### src/rtl/seq_recognizer.sv
// seq_recognizer: serial pattern recognizer over a W-bit sliding history.
// The runtime pattern is loadable and its length is programmable.
// Matching can be overlapping or non-overlapping.
// Optional saturating match counter, built only when SEQ_RECOGNIZER_MATCH_CNT_EN is defined.
// Without the macro, match_cnt is tied to 0 and cnt_clr is ignored.
module seq_recognizer #(
  parameter int             W               = 8,
  parameter logic [W-1:0]   DEFAULT_PATTERN = 'b0000_1010,
  parameter int             DEFAULT_LEN     = 4,
  parameter int             CNT_W           = 16,
  localparam int            LW              = $clog2(W+1)
) (
  input  logic             clk,
  input  logic             rst_n,
  input  logic             in_valid,
  input  logic             in,
  input  logic             overlap,
  input  logic             cfg_load,
  input  logic [W-1:0]     cfg_pattern,
  input  logic [LW-1:0]    cfg_len,
  input  logic             cnt_clr,
  output logic             out,
  output logic [CNT_W-1:0] match_cnt
);

  localparam logic [LW-1:0] W_L = LW'(W);

  logic [W-1:0]  hist_q, hist_d;
  logic [LW-1:0] fill_q, fill_d;
  logic [W-1:0]  pat_q, pat_d;
  logic [LW-1:0] len_q, len_d;
  logic          out_q, out_d;

  logic [W-1:0]  mask;
  logic [W-1:0]  h_shift;
  logic [LW-1:0] f_nxt;
  logic          hit;
  logic          fire;

  // Compare mask: bit i is active when it lies inside the current pattern length.
  always_comb begin
    mask = '0;
    for (int i = 0; i < W; i++) mask[i] = (i < int'(len_q));
  end

  assign h_shift = {hist_q[W-2:0], in};
  assign f_nxt   = (fill_q == W_L) ? fill_q : fill_q + LW'(1);
  // A match needs enough fresh bits, and the newest len bits must equal the pattern.
  assign hit     = (len_q != '0) && (f_nxt >= len_q) && (((h_shift ^ pat_q) & mask) == '0);

  // Next-state rules: a config load outranks a stream bit, which outranks idle.
  always_comb begin
    hist_d = hist_q;
    fill_d = fill_q;
    pat_d  = pat_q;
    len_d  = len_q;
    out_d  = 1'b0;
    fire   = 1'b0;
    if (cfg_load) begin
      pat_d  = cfg_pattern;
      len_d  = (cfg_len > W_L) ? W_L : cfg_len;
      hist_d = '0;
      fill_d = '0;
    end else if (in_valid) begin
      hist_d = h_shift;
      out_d  = hit;
      fire   = hit;
      // Non-overlapping mode restarts the fill count, so the next match must be built from fresh bits.
      fill_d = (hit && !overlap) ? '0 : f_nxt;
    end
  end

  // History, pattern and match-pulse registers.
  always_ff @(posedge clk or negedge rst_n) begin
    if (!rst_n) begin
      hist_q <= '0;
      fill_q <= '0;
      pat_q  <= DEFAULT_PATTERN;
      len_q  <= LW'(DEFAULT_LEN);
      out_q  <= 1'b0;
    end else begin
      hist_q <= hist_d;
      fill_q <= fill_d;
      pat_q  <= pat_d;
      len_q  <= len_d;
      out_q  <= out_d;
    end
  end

  assign out = out_q;

`ifdef SEQ_RECOGNIZER_MATCH_CNT_EN
  logic [CNT_W-1:0] cnt_q, cnt_d;

  // Saturating match counter; a clear on the same edge as a match takes priority.
  always_comb begin
    cnt_d = cnt_q;
    if (cnt_clr)                      cnt_d = '0;
    else if (fire && (cnt_q != '1))   cnt_d = cnt_q + CNT_W'(1);
  end

  // Counter register.
  always_ff @(posedge clk or negedge rst_n) begin
    if (!rst_n) cnt_q <= '0;
    else        cnt_q <= cnt_d;
  end

  assign match_cnt = cnt_q;
`else
  logic unused_cnt;
  assign unused_cnt = cnt_clr ^ fire;
  assign match_cnt  = '0;
`endif

endmodule

### config.mk
export PLATFORM = sky130hd
export DESIGN_NAME = seq_recognizer
export DESIGN_NICKNAME = d
export VERILOG_FILES = /design/src/rtl/seq_recognizer.sv
export SDC_FILE = /design/constraint.sdc
export NUM_CORES = 1
export LEC_CHECK = 0
export BUFFER_PORTS_ARGS = -buffer_cell sky130_fd_sc_hd__buf_2
export CELL_PAD_IN_SITES_DETAIL_PLACEMENT = 1
export CELL_PAD_IN_SITES_GLOBAL_PLACEMENT = 1
export CORE_UTILIZATION = 39
export DETAILED_ROUTE_END_ITERATION = 6
export PLACE_DENSITY = 0.77
export SLEW_MARGIN = 20
export SYNTH_ARGS = -nofsm -noshare
export SYNTH_HDL_FRONTEND = slang
export SYNTH_SLANG_ARGS = --single-unit
### constraint.sdc
create_clock -name clk -period 2.9 [get_ports clk]
set_input_delay 0.58 -clock clk [delete_from_list [all_inputs] [get_ports clk]]
set_output_delay 0.58 -clock clk [all_outputs]
set_load 0.05 [all_outputs]
==> metrics.yaml <==
rsz0062_at_grt: "false"
setup_viol: 0
dieArea_um2: 3780
tritoncts: "yes"
port_buffers: 18
syn-cell-area_um2: 1380
cp_data_arrival_time_ps: 2940
rows: 21
drt_iter0_markers: 19
internal_power_uw: 499
crit_family: "simple AND/OR/NAND/NOR gates"
cts_buffers: 3
grt_util_met1_pct: 19.3
met3_usage_pct: 2.52
p_per_area_nw_per_um2: 495
hold_path_class: "primary input to asynchronous set/reset pin"
cts_max_level: 1
clockBufferDepth: 2
dieWidth_um: 61.5
routedWlPerCell_um: 13.5
start_util_pct: 41.1
drv_slew: 0
max-cap-violations: 0
crit_chain: "inv_1, ha_1, nand2_1, nor2_1, xnor2_2, inv_1, ha_1, nand2b_1, a2111oi_0, a2111oi_0, and4b_2, and2_1"
die_h_um: 61.5
grt_pass1_vias: 1019
met2_usage_pct: 30.0
worst_slack_ps: 171
skew_ps: 9.11
synth_area_leaders: "dfrtp_1, buf_4, mux2_2, mux2i_1, dfstp_2"
place.gp.congestion: 0.779
ys_seq_area_share_pct: 43.8
syn_area_per_cell_um2: 10.1
fin_nets: 179
cp_data_required_time_ps: 3110
ir_drop_uv: 283
ys.flop_type: "dfrtp_1"
totalPowerFinal_uw: 737
synth_async_sr_flop_share_pct: 100
status: "completed"
antenna_cells: 0
start_kind: "register"
critPathKind: "register to register"
p_sw_uw: 238
vias: 970
hold_violations: 0
pin_count: 36
placed_area_um2: 1450
fin_crit_sh_pct: 94.1
fin_setup_tns_ps: 0
yosys_register_bits: 24
area_growth_pct: 7.79
ys_types: 30
yosysWarnings: 0
cp-end-kind: "register"
fin_crit_ps: 2730
drt-total-wl_um: 2690
reg2reg_slack_ps: 170
grt_pass1_wl_um: 4570
synth-edff-count: 0
insertion_delay_ps: 310
fmax_mhz: 366
synth_top_area_share_pct: 38.0
antenna_found_initial: 0
stdcell_area_um2: 1490
remaining_drc_errors: 0
coreArea_um2: 3360
dp_slack_ps: 225
drt_first_pass_iters: 4
cts-root-buf: "clkbuf_4"
drtAntennaViolNets: 0
hpwl_um: 2070
p_sw_share_pct: 32.3
synth_cells: 137
worstPathMaxFanout: 5
grt_max_degree: 26
crit_buf_inv: 2
cp_slowest_cell: "dfrtp_1"
clkPwrFrac_pct: 23.9
whs_ps: 218
top_usage_layer: "met2"
post-cts-setup-buffer-count: 0
critPathMaxStageDelay_ps: 480
drive_above_1_share_pct: 22.9
leakagePower_nw: 0.718
via_per_inst: 4.87
max_slew_margin_pct: 64.1
tightestPinTransition_ps: 537
synth_top_area_cell: "dfrtp_1"
grt_usage_pct: 16.6
seq_power_share_pct: 52.2
fill_cells: 403
grt_overflow: 0
cts.clk_slew.worst_paths_ps: 140
combPwrFrac_pct: 23.9
cts.sinks: 24
-- path summary, 6_finish.rpt --
| kind | from | end | cells past startpoint |
|---|---|---|---|
| setup / recovery | fill_q[0]$_DFFE_PN0P_ | out$_DFF_PN0_ | 12 |
| hold reg to reg | pat_q[6]$_DFFE_PN0P_ | pat_q[6]$_DFFE_PN0P_ | 1 |
| setup reg to reg | fill_q[0]$_DFFE_PN0P_ | out$_DFF_PN0_ | 12 |
| min in group clk | cfg_len[3] | len_q[2]$_DFFE_PN1P_ | 2 |
| max in group asynchronous | rst_n | pat_q[1]$_DFFE_PN1P_ | 1 |
| hold / removal | rst_n | pat_q[6]$_DFFE_PN0P_ | 1 |
-- worst register-to-register path, stage by stage, from the launching register on --
cell	delay [ps]
dfrtp_1	480
inv_1	100
ha_1	140
nand2_1	70
nor2_1	200
xnor2_2	170
inv_1	80
ha_1	270
nand2b_1	130
a2111oi_0	430
a2111oi_0	110
and4b_2	300
and2_1	160
-- flip-flops by register name, summed over array words and instances (netlist names) --
register / count
len_q: 4
out: 1
pat_q: 8
fill_q: 4
hist_q: 7
-- cell usage after synthesis, types with 4 or more instances --
cell,n
a32oi_1,4
buf_4,16
dfrtp_1,21
ha_1,6
inv_1,7
mux2_2,8
mux2i_1,8
nand2_1,12
nor2_1,12
o21ai_0,4
o21ai_1,5
xnor2_1,5
xor2_1,5
-- timing repair --
item	in CTS	in global routing
gates resized for setup	0	1
setup endpoints to repair	0	1
endpoints found under the hold margin	0	0
hold buffers	0	0
-- cell usage in the layout (no fill, tap or decap), drive strengths merged, types with 2 or more instances in the layout --
cell,n
a2111oi,2
a32oi,4
buf,18
clkbuf,4
conb,16
dfrtp,21
dfstp,3
ha,6
inv,7
mux2,8
mux2i,8
nand2,12
nor2,12
o21ai,9
o22ai,3
xnor2,5
xor2,5
-- through the flow --
step                cells  utilization (%)
floorplan             152                -
global placement      195             43.0
detailed placement    195             43.0
CTS                   199             44.0
global route          199             44.3
finish                199             44.3
-- final cells by class --
cell class | instances | area, um2 | area share, %
Clock buffer | 4 | 36.3 | 2.44
Inverter | 7 | 26.3 | 1.76
Multi-Input combinational cell | 100 | 674 | 45.3
Sequential cell | 24 | 604 | 40.6
Tap cell | 46 | 57.6 | 3.87
Timing Repair Buffer | 18 | 90.1 | 6.05
-- per-layer routing --
| metal | share of wire, % | up-vias |
|---|---|---|
| met2 | 55 | 24 |
| met4 | 1.1 | 0 |
| met5 | 0 | - |
| li1 | - | 465 |
| met3 | 2.6 | 4 |
| met1 | 41 | 477 |
-- kinds of logic after synthesis --
family          count (synthesis)  share of synthesized area, %
fa+ha+maj                       6                          5.43
other cells                     1                         0.271
xor+xnor                       10                          6.34
compound gates                 22                          10.4
mux                            16                          12.3
simple gates                   30                          9.42
flops                          24                          43.8
buf+inv                        28                          12.0
-- power by group through the flow --
stage | clock, mW | combinational, mW | sequential (mW)
floorplan | 0 | 0.151 | 0.384
global placement | 0 | 0.166 | 0.389
detailed placement | 0 | 0.175 | 0.390
CTS | 0.183 | 0.176 | 0.384
global route | 0.195 | 0.199 | 0.388
finish | 0.176 | 0.176 | 0.385
Note: power is estimated with default switching activity, not from simulation.
